`src/rtl/rnn_param_loader_pkg.sv`:
```
// Shared types and widths for the RNN parameter loader: FSM state encoding
// and the select/data widths of the parameter storage write port.
package rnn_param_pkg;

  localparam int PARAM_W    = 16;
  localparam int ROW_SEL_W  = 2;
  localparam int COL_SEL_W  = 4;
  localparam int BIAS_SEL_W = 4;

  typedef enum logic [1:0] {
    IDLE   = 2'd0,
    LOAD_W = 2'd1,
    LOAD_B = 2'd2,
    FLUSH  = 2'd3
  } param_ld_state_t;

endpackage

```
`src/rtl/rnn_param_loader_if.sv`:
```
// Valid/ready parameter word stream from the host/DMA side into the loader.
interface rnn_param_loader_if;
  import rnn_param_pkg::*;

  logic               valid;
  logic               ready;
  logic [PARAM_W-1:0] data;

  modport master (output valid, output data, input ready);
  modport slave  (input valid, input data, output ready);

endinterface

```
`src/rtl/rnn_param_loader.sv`:
```
// Streams ROWS*COLS weights (row-major) then BIAS_LEN biases into the cell's
// parameter storage through a registered write port; pulses o_done when complete.
module rnn_param_loader
  import rnn_param_pkg::*;
#(
  parameter int ROWS     = 2,
  parameter int COLS     = 4,
  parameter int BIAS_LEN = 4
) (
  input  logic                  clk,
  input  logic                  rst_n,
  input  logic                  i_start,
  input  logic                  i_abort,
  rnn_param_loader_if.slave     i_stream,
  output logic                  o_w_write,
  output logic [ROW_SEL_W-1:0]  o_w_seli,
  output logic [COL_SEL_W-1:0]  o_w_selj,
  output logic                  o_b_write,
  output logic [BIAS_SEL_W-1:0] o_b_sel,
  output logic [PARAM_W-1:0]    o_param_in,
  output logic                  o_busy,
  output logic                  o_done
);

  localparam logic [1:0] S_IDLE   = IDLE;
  localparam logic [1:0] S_LOAD_W = LOAD_W;
  localparam logic [1:0] S_LOAD_B = LOAD_B;
  localparam logic [1:0] S_FLUSH  = FLUSH;

  localparam logic [ROW_SEL_W-1:0]  ROW_LAST  = ROW_SEL_W'(ROWS - 1);
  localparam logic [COL_SEL_W-1:0]  COL_LAST  = COL_SEL_W'(COLS - 1);
  localparam logic [BIAS_SEL_W-1:0] BIAS_LAST = BIAS_SEL_W'(BIAS_LEN - 1);

  if (ROWS < 1 || ROWS > 4 || COLS < 1 || COLS > 16 ||
      BIAS_LEN < 1 || BIAS_LEN > 16) begin : g_bad_params
    $error("rnn_param_loader: ROWS must be 1..4, COLS and BIAS_LEN 1..16");
  end

  logic [1:0]            r_state;
  logic [ROW_SEL_W-1:0]  r_row;
  logic [COL_SEL_W-1:0]  r_col;
  logic [BIAS_SEL_W-1:0] r_bidx;
  logic                  r_w_write;
  logic [ROW_SEL_W-1:0]  r_w_seli;
  logic [COL_SEL_W-1:0]  r_w_selj;
  logic                  r_b_write;
  logic [BIAS_SEL_W-1:0] r_b_sel;
  logic [PARAM_W-1:0]    r_param;
  logic                  r_done;

  logic w_in_load;
  logic w_ready;
  logic w_accept;

  // abort gates ready combinationally so no beat is taken in the abort cycle
  assign w_in_load      = (r_state == S_LOAD_W) || (r_state == S_LOAD_B);
  assign w_ready        = w_in_load && !i_abort;
  assign w_accept       = i_stream.valid && w_ready;
  assign i_stream.ready = w_ready;

  // NOTE: all state below uses non-blocking assignments so every register
  // samples pre-edge values; blocking here would create order-dependent races.
  always_ff @(posedge clk or negedge rst_n) begin
    if (!rst_n) begin
      r_state   <= S_IDLE;
      r_row     <= '0;
      r_col     <= '0;
      r_bidx    <= '0;
      r_w_write <= 1'b0;
      r_w_seli  <= '0;
      r_w_selj  <= '0;
      r_b_write <= 1'b0;
      r_b_sel   <= '0;
      r_param   <= '0;
      r_done    <= 1'b0;
    end else begin
      // Strobes and done are single-cycle unless re-armed below.
      r_w_write <= 1'b0;
      r_b_write <= 1'b0;
      r_done    <= 1'b0;

      if (i_abort) begin
        r_state <= S_IDLE;
        r_row   <= '0;
        r_col   <= '0;
        r_bidx  <= '0;
      end else begin
        case (r_state)
          S_IDLE: begin
            if (i_start) begin
              r_state <= S_LOAD_W;
              r_row   <= '0;
              r_col   <= '0;
              r_bidx  <= '0;
            end
          end

          S_LOAD_W: begin
            if (w_accept) begin
              r_w_write <= 1'b1;
              r_w_seli  <= r_row;
              r_w_selj  <= r_col;
              r_param   <= i_stream.data;
              if (r_col == COL_LAST) begin
                r_col <= '0;
                if (r_row == ROW_LAST) begin
                  r_row   <= '0;
                  r_state <= S_LOAD_B;
                end else begin
                  r_row <= r_row + 2'd1;
                end
              end else begin
                r_col <= r_col + 4'd1;
              end
            end
          end

          S_LOAD_B: begin
            if (w_accept) begin
              r_b_write <= 1'b1;
              r_b_sel   <= r_bidx;
              r_param   <= i_stream.data;
              if (r_bidx == BIAS_LAST) begin
                r_bidx  <= '0;
                r_state <= S_FLUSH;
              end else begin
                r_bidx <= r_bidx + 4'd1;
              end
            end
          end

          S_FLUSH: begin
            r_state <= S_IDLE;
            r_done  <= 1'b1;
          end

          default: r_state <= S_IDLE;
        endcase
      end
    end
  end

  assign o_w_write  = r_w_write;
  assign o_w_seli   = r_w_seli;
  assign o_w_selj   = r_w_selj;
  assign o_b_write  = r_b_write;
  assign o_b_sel    = r_b_sel;
  assign o_param_in = r_param;
  assign o_busy     = (r_state != S_IDLE);
  assign o_done     = r_done;

endmodule

```
`src/flat_wrapper.sv`:
```
// flat-port wrapper written by rule: the top's interface ports become plain ports
module rnn_param_loader_flat import rnn_param_pkg::*;
#(
  parameter int ROWS     = 2,
  parameter int COLS     = 4,
  parameter int BIAS_LEN = 4
)
  (clk, rst_n, i_start, i_abort, o_w_write, o_w_seli, o_w_selj, o_b_write, o_b_sel, o_param_in, o_busy, o_done, i_stream_valid, i_stream_data, i_stream_ready);
  rnn_param_loader_if i_stream_i ();
  input  logic clk;
  input  logic rst_n;
  input  logic i_start;
  input  logic i_abort;
  output logic o_w_write;
  output logic [ROW_SEL_W-1:0] o_w_seli;
  output logic [COL_SEL_W-1:0] o_w_selj;
  output logic o_b_write;
  output logic [BIAS_SEL_W-1:0] o_b_sel;
  output logic [PARAM_W-1:0] o_param_in;
  output logic o_busy;
  output logic o_done;
  input wire logic [$bits(i_stream_i.valid)-1:0] i_stream_valid;
  input wire logic [$bits(i_stream_i.data)-1:0] i_stream_data;
  output wire logic [$bits(i_stream_i.ready)-1:0] i_stream_ready;
  assign i_stream_i.valid = i_stream_valid;
  assign i_stream_i.data = i_stream_data;
  assign i_stream_ready = i_stream_i.ready;
  rnn_param_loader #(.ROWS(ROWS), .COLS(COLS), .BIAS_LEN(BIAS_LEN)) u_core (.clk(clk), .rst_n(rst_n), .i_start(i_start), .i_abort(i_abort), .i_stream(i_stream_i), .o_w_write(o_w_write), .o_w_seli(o_w_seli), .o_w_selj(o_w_selj), .o_b_write(o_b_write), .o_b_sel(o_b_sel), .o_param_in(o_param_in), .o_busy(o_busy), .o_done(o_done));
endmodule
```
`config.mk`:
```
export PLATFORM = sky130hd
export DESIGN_NAME = rnn_param_loader_flat
export DESIGN_NICKNAME = d
export VERILOG_FILES = /design/src/rtl/rnn_param_loader_pkg.sv /design/src/rtl/rnn_param_loader_if.sv /design/src/rtl/rnn_param_loader.sv /design/src/flat_wrapper.sv
export SDC_FILE = /design/constraint.sdc
export NUM_CORES = 1
export LEC_CHECK = 0
export BUFFER_PORTS_ARGS = -buffer_cell sky130_fd_sc_hd__buf_2
export CAP_MARGIN = 30
export CORE_UTILIZATION = 58
export CTS_BUF_LIST = sky130_fd_sc_hd__clkbuf_8
export CTS_CLUSTER_DIAMETER = 150
export CTS_CLUSTER_SIZE = 8
export DETAILED_ROUTE_END_ITERATION = 16
export GPL_TIMING_DRIVEN = 0
export HOLD_SLACK_MARGIN = 0.02
export PLACE_DENSITY = 0.87
export SLEW_MARGIN = 15
export SYNTH_ARGS = -nofsm -noshare
export SYNTH_HDL_FRONTEND = slang
export SYNTH_SLANG_ARGS = --single-unit
```
`constraint.sdc`:
```
create_clock -name clk -period 2.75 [get_ports clk]
set_input_delay 0.275 -clock clk [delete_from_list [all_inputs] [get_ports clk]]
set_output_delay 0.275 -clock clk [all_outputs]
set_load 0.005 [all_outputs]
```
After elaboration in Yosys (flattened, before gate mapping)
Cells that the tools add are included.

$add $sub $neg: 3. Multipliers: 0. Div/mod/pow operators: 0. Magnitude comparators: 0. Equal/unequal tests: 12. Shift-type cells: 0. Multiplexer cells: 30. Bitwise gates (word level): 1. Reduce and logical (&&, ||, !) cells: 16.

Operator list (count): 4-bit two-way mux (7); 2-bit two-way mux (12); 4-bit case mux with 2 select lines (2); 3-bit AND reduction (5); 3-bit != test, second input constant (4); 4-bit by 1-bit adder with 4-bit output, second input constant (2); 4-bit by 2-bit equality test with 1-bit output, second input constant (2); 2-bit case mux with 4 select lines (1); 1-bit two-way mux (7); 3-bit by 2-bit != test with 1-bit output, second input constant (2); 6-bit AND reduction (1); 3-bit nonzero test (2); 2-bit by 1-bit equality test with 1-bit output, second input constant (2); 2-bit equality test, second input constant (2); 2-bit case mux with 2 select lines (1); 4-bit AND reduction (1); 2-bit by 1-bit adder with 2-bit output, second input constant (1); 1-bit logical AND (2); 2-bit logical NOT (1); 2-bit nonzero test (1); 2-bit OR reduction (1); 1-bit logical NOT (1); 1-bit logical OR (1); 1-bit inverter (1).

Register bits: 41. Latch bits: 0. Bits in writable memories: 0. ROM bits: 0. Input port bits: 21. Output and inout port bits: 31. Word-level logic and storage cells: 73. Memories: 0.

Logic depth before layout (Yosys ltp)
Word-level depth: 7. Depth in mapped cells: 7. Gate-level depth less buffers: 6.

Least setup slack after synthesis
No wires, ideal clock.

Kind: register to register. Start point: register u_core.r_state[0]. End point: register u_core.r_param[0], in the netlist u_core.o_param_in[0]. Library setup time: 0.127 ns. Arrival: 1.645 ns. Data required time: 2.623 ns. Setup slack: 0.977 ns. Stages on the path, launching flop included: 8. Buffers on the path: 2. Period minus slack after synthesis: 1.773 ns. Path through: dfrtp_1 -> inv_1 -> ha_1 -> nor2b_1 -> buf_4 -> nand2_4 -> buf_6 -> mux2_1.

Cells in the longest elaborated chain, start to end: 5. Elaborated cells between the ends (all ways): 7. Classes of those cells: eq/ne: 2; reduce/logical: 5.

RTL lines: start: declaration (RTL line rnn_param_loader.sv:39) `logic [1:0] r_state;`; start signal: assignment (RTL line rnn_param_loader.sv:65) `r_state <= S_IDLE;`; start signal: assignment (RTL line rnn_param_loader.sv:83) `r_state <= S_IDLE;`; start signal: assignment (RTL line rnn_param_loader.sv:91) `r_state <= S_LOAD_W;`; 2-bit by 1-bit equality test with 1-bit output or 2-bit equality test (tied branches) (RTL line rnn_param_loader.sv:56) `assign w_in_load = (r_state == S_LOAD_W) || (r_state == S_LOAD_B);`; 1-bit logical OR * (RTL line rnn_param_loader.sv:56); 1-bit logical AND * (RTL line rnn_param_loader.sv:57) `assign w_ready = w_in_load && !i_abort;`; net i_stream_ready (RTL line flat_wrapper.sv:24) `output wire logic [$bits(i_stream_i.ready)-1:0] i_stream_ready;`; 1-bit logical AND * (RTL line rnn_param_loader.sv:58) `assign w_accept = i_stream.valid && w_ready;`; 3-bit AND reduction (no source line) *; end signal: assignment (RTL line rnn_param_loader.sv:103) `r_param <= i_stream.data;`; end signal: assignment (RTL line rnn_param_loader.sv:122) `r_param <= i_stream.data;`; end: declaration (RTL line rnn_param_loader.sv:48) `logic [PARAM_W-1:0] r_param;`.

Mark *: on every way through the listed nets, which the timed path passes. The rest lies on a longest branch. A chain may end at the register's enable or synchronous reset.

Worst setup path in the final report
Start point: register u_core.r_state[0]. End point: register u_core.r_bidx[3].

Cells in the longest elaborated chain, start to end: 6. Elaborated cells between the ends (all ways): 12. Classes of those cells: eq/ne: 4; mux: 2; reduce/logical: 6.

RTL lines: 2-bit by 1-bit equality test with 1-bit output or 2-bit equality test (tied branches) (RTL line rnn_param_loader.sv:56, rnn_param_loader.sv:88); 1-bit logical OR (RTL line rnn_param_loader.sv:56); 1-bit logical AND (RTL line rnn_param_loader.sv:57); 1-bit logical AND (RTL line rnn_param_loader.sv:58); 3-bit by 2-bit != test with 1-bit output (no source line); 3-bit AND reduction (no source line); end signal: assignment (RTL line rnn_param_loader.sv:127) `r_bidx <= r_bidx + 4'd1;`; end: declaration (RTL line rnn_param_loader.sv:42) `logic [BIAS_SEL_W-1:0] r_bidx;`.

Parallel ways exist; a longest one is shown, timed or not.

==> summary.md <==
| Metric | Value |
|---|---|
| WL/cell | 14.3 um |
| Die Span X | 58.7 um |
| Cell family with most CP delay | compound AO/OA/AOI/OAI gates |
| CP arrival | 2160 ps |
| Ports | 52 |
| Worst-skew pair later-pin latency | 300 ps |
| Hold-fix buffers, CTS | 0 |
| Final Setup Violations | 0 |
| Global-route wire length before repair | 5.42 mm |
| Outcome | complete, no violations |
| Vias in the first global route | 1247 |
| Max-capacitance violation count | 0 |
| Fraction of registers with async set/reset | 1.00 |
| Commonest cells in the netlist | dfrtp_1, mux2_2, mux2_1 |
| Max-slew violations | 0 |
| CP Max Fanout | 6 |
| Final core utilization | 0.760 |
| Clock slew at reported path FFs | 80 ps |
| Post-route DRC violation count | 0 |
| Row cnt | 20 |
| Initial Utilization | 0.611 |
| Vias/cell | roughly 5.3 |
| Antenna cells | 0 |
| DIE AREA | 3450 um2 |
| Final worst slack | roughly 800 ps |
| Slowest cell delay on critical path | 470 ps |
| Crit path depth | 6 |
| Routability Congestion | 0.828 |
| Syn nets | 174 |
| Max-slew headroom | 0.685 |
| Worst-margin pin slew | around 470 ps |
| EDFF count, synth | 0 |
| Max H-tree Level | 2 |
| CTS tree | done |
| Die height | approximately 60 um |
| RSZ-0062 raised after global routing | false |
| Slowest cell on crit path | a211oi_2 |
| Most frequent cell after synthesis | dfrtp_1 |
| Worst setup EP type | flip-flop |
| PortBufs | 50 |
| Final period utilization | 0.708 |
| Worst Reg-to-Reg Cells | 6 |
| Resized cells post-CTS | 0 |
| Antenna violations before repair | 0 |
| Clock root cell | clkbuf_8 |
| Power density over the cells | 905 nW/um2 |
| Clock buffer depth | 2 |
| GRT Total Usage | 0.221 |
| Worst path bufs/invs | 1 |
| Synth cell types | 34 |
| Cell Chain, Critical Path | inv_1 -> ha_1 -> nand2_1 -> a211oi_2 -> o21ai_0 -> o22ai_1 |
| ANT nets after route | 0 |
| Share of cells above drive strength 1 | 0.430 |
| Hold Crit Depth | 2 |
| VDD IR max | 0.000501 V |
| Min cycle time layout | 1950 ps |
| Clock sink total | 41 |
| Achievable Freq | 0.513 GHz |
| Critical path class | flip-flop to flip-flop |
| Largest net degree at the start of global routing | 42 |
| Nets | 233 |
| DR vias | 1336 |
| Area contributors post-synth | dfrtp_1, mux2_2, mux2_1 |
| CTS Buf Count | 5 |
| Post-synth top area share | 0.550 |
| Startpoint Class | flip-flop |
| Setup Skew | around 6.1 ps |
| Syn Inst Count | 147 |
| Largest area contributor in the netlist | dfrtp_1 |
| Leak | 1.19 nW |
| FF+latch count, synth | 41 |
| Final hold violation count | 0 |
| Main synth FF type | dfrtp_1 |
| Detailed placer's ending HPWL | 2.59 mm |
| Worst min path class | input pin to flip-flop |
| Post-CTS Setup Bufs | 0 |
| Syn_area_per_cell | 12.7 um2 |
| DRT iter0 DRCs | 24 |
| CP required | 2960 ps |
| TritonRoute pass-1 iters | 4 |
| Pre-CTS setup slack | between 800 and 900 ps |
| Global route overflow | 0 |
| Sequential area share after synthesis | 0.550 |
| Routed WL | 3.60 mm |
| Mapped Area | 1870 um2 |
| Area growth syn-to-layout | 24.4% |
| Core Area | 3050 um2 |
| TNS Setup | 0 ps |
| Ys Warns | 0 |
layout by cell type (no fill, tap or decap), drive strengths merged, types with 5 or more instances in the layout:
cell type  netlist  routed
nor2             6       6
dfrtp           41      41
nor2b            6       6
a21oi            5       5
nand3            5       5
inv              7       7
nand2b           5       5
clkbuf           0       6
buf              4      55
ha               6       6
o21ai            9       9
nand2            8       8
mux2            27      27
logic make-up (layout without fill, tap and decap cells):
kind of cell | count (synthesis) | in the layout | share of synthesized area
compound gates | 24 | 24 | 0.0879
fa+ha+maj | 6 | 6 | 0.0402
buf+inv | 11 | 71 | 0.0302
flops | 41 | 41 | 0.550
mux | 28 | 28 | 0.168
simple gates | 37 | 37 | 0.123
cell type report:
| class | instances | area [um2] |
|---|---|---|
| fill | 205 | 732 |
| tap | 44 | 55.1 |
| timing repair buffer | 52 | 280 |
| buffer | 4 | 30.0 |
| clock buffer | 6 | 82.6 |
| multi-input combinational | 95 | 783 |
| clock inverter | 2 | 37.5 |
| inverter | 7 | 26.3 |
| sequential | 41 | 1030 |
through the flow:
step	hold WS, ps	instances	area, um2	total power, mW
after global placement	423	241	2170	1.55
final	189	251	2320	2.10
after CTS	128	249	2290	2.11
after global routing	184	251	2320	2.22
after floorplan	-20.6	147	1870	1.33
after detailed placement	440	241	2170	1.61
path summary, 6_finish.rpt:
check                                      from                     to  slack, ps
max in group asynchronous                 rst_n        u_core.r_col[2]       1910
setup reg to reg              u_core.r_state[0]       u_core.r_bidx[3]        800
setup / recovery              u_core.r_state[0]       u_core.r_bidx[3]        800
min in group asynchronous                 rst_n       u_core.o_b_write        400
hold reg to reg            u_core.o_param_in[5]   u_core.o_param_in[5]        490
hold / removal                i_stream_data[15]  u_core.o_param_in[15]        190
registers in the layout, summed over array words and instances, names as in the netlist:
name               flops
u_core.o_w_selj        4
u_core.o_param_in     16
u_core.r_bidx          4
u_core.o_b_write       1
u_core.r_row           2
u_core.o_w_write       1
u_core.o_w_seli        2
u_core.r_col           4
u_core.o_done          1
u_core.r_state         2
u_core.o_b_sel         4
metal layers:
layer	GRT usage	share of wire	vias up
li1	-	-	628
met1	0.258	0.42	656
met2	0.383	0.51	47
met3	0.0484	0.062	5
met4	0.116	0.017	0
met5	0	0	-
where the power goes:
part           leakage (nW)  total [mW]  switching (mW)  internal (mW)
Sequential            0.535       0.870          0.0977          0.772
Combinational         0.596       0.728           0.355          0.373
Clock                0.0574       0.502           0.207          0.295
No activity file was read; power rests on OpenSTA's default activity.
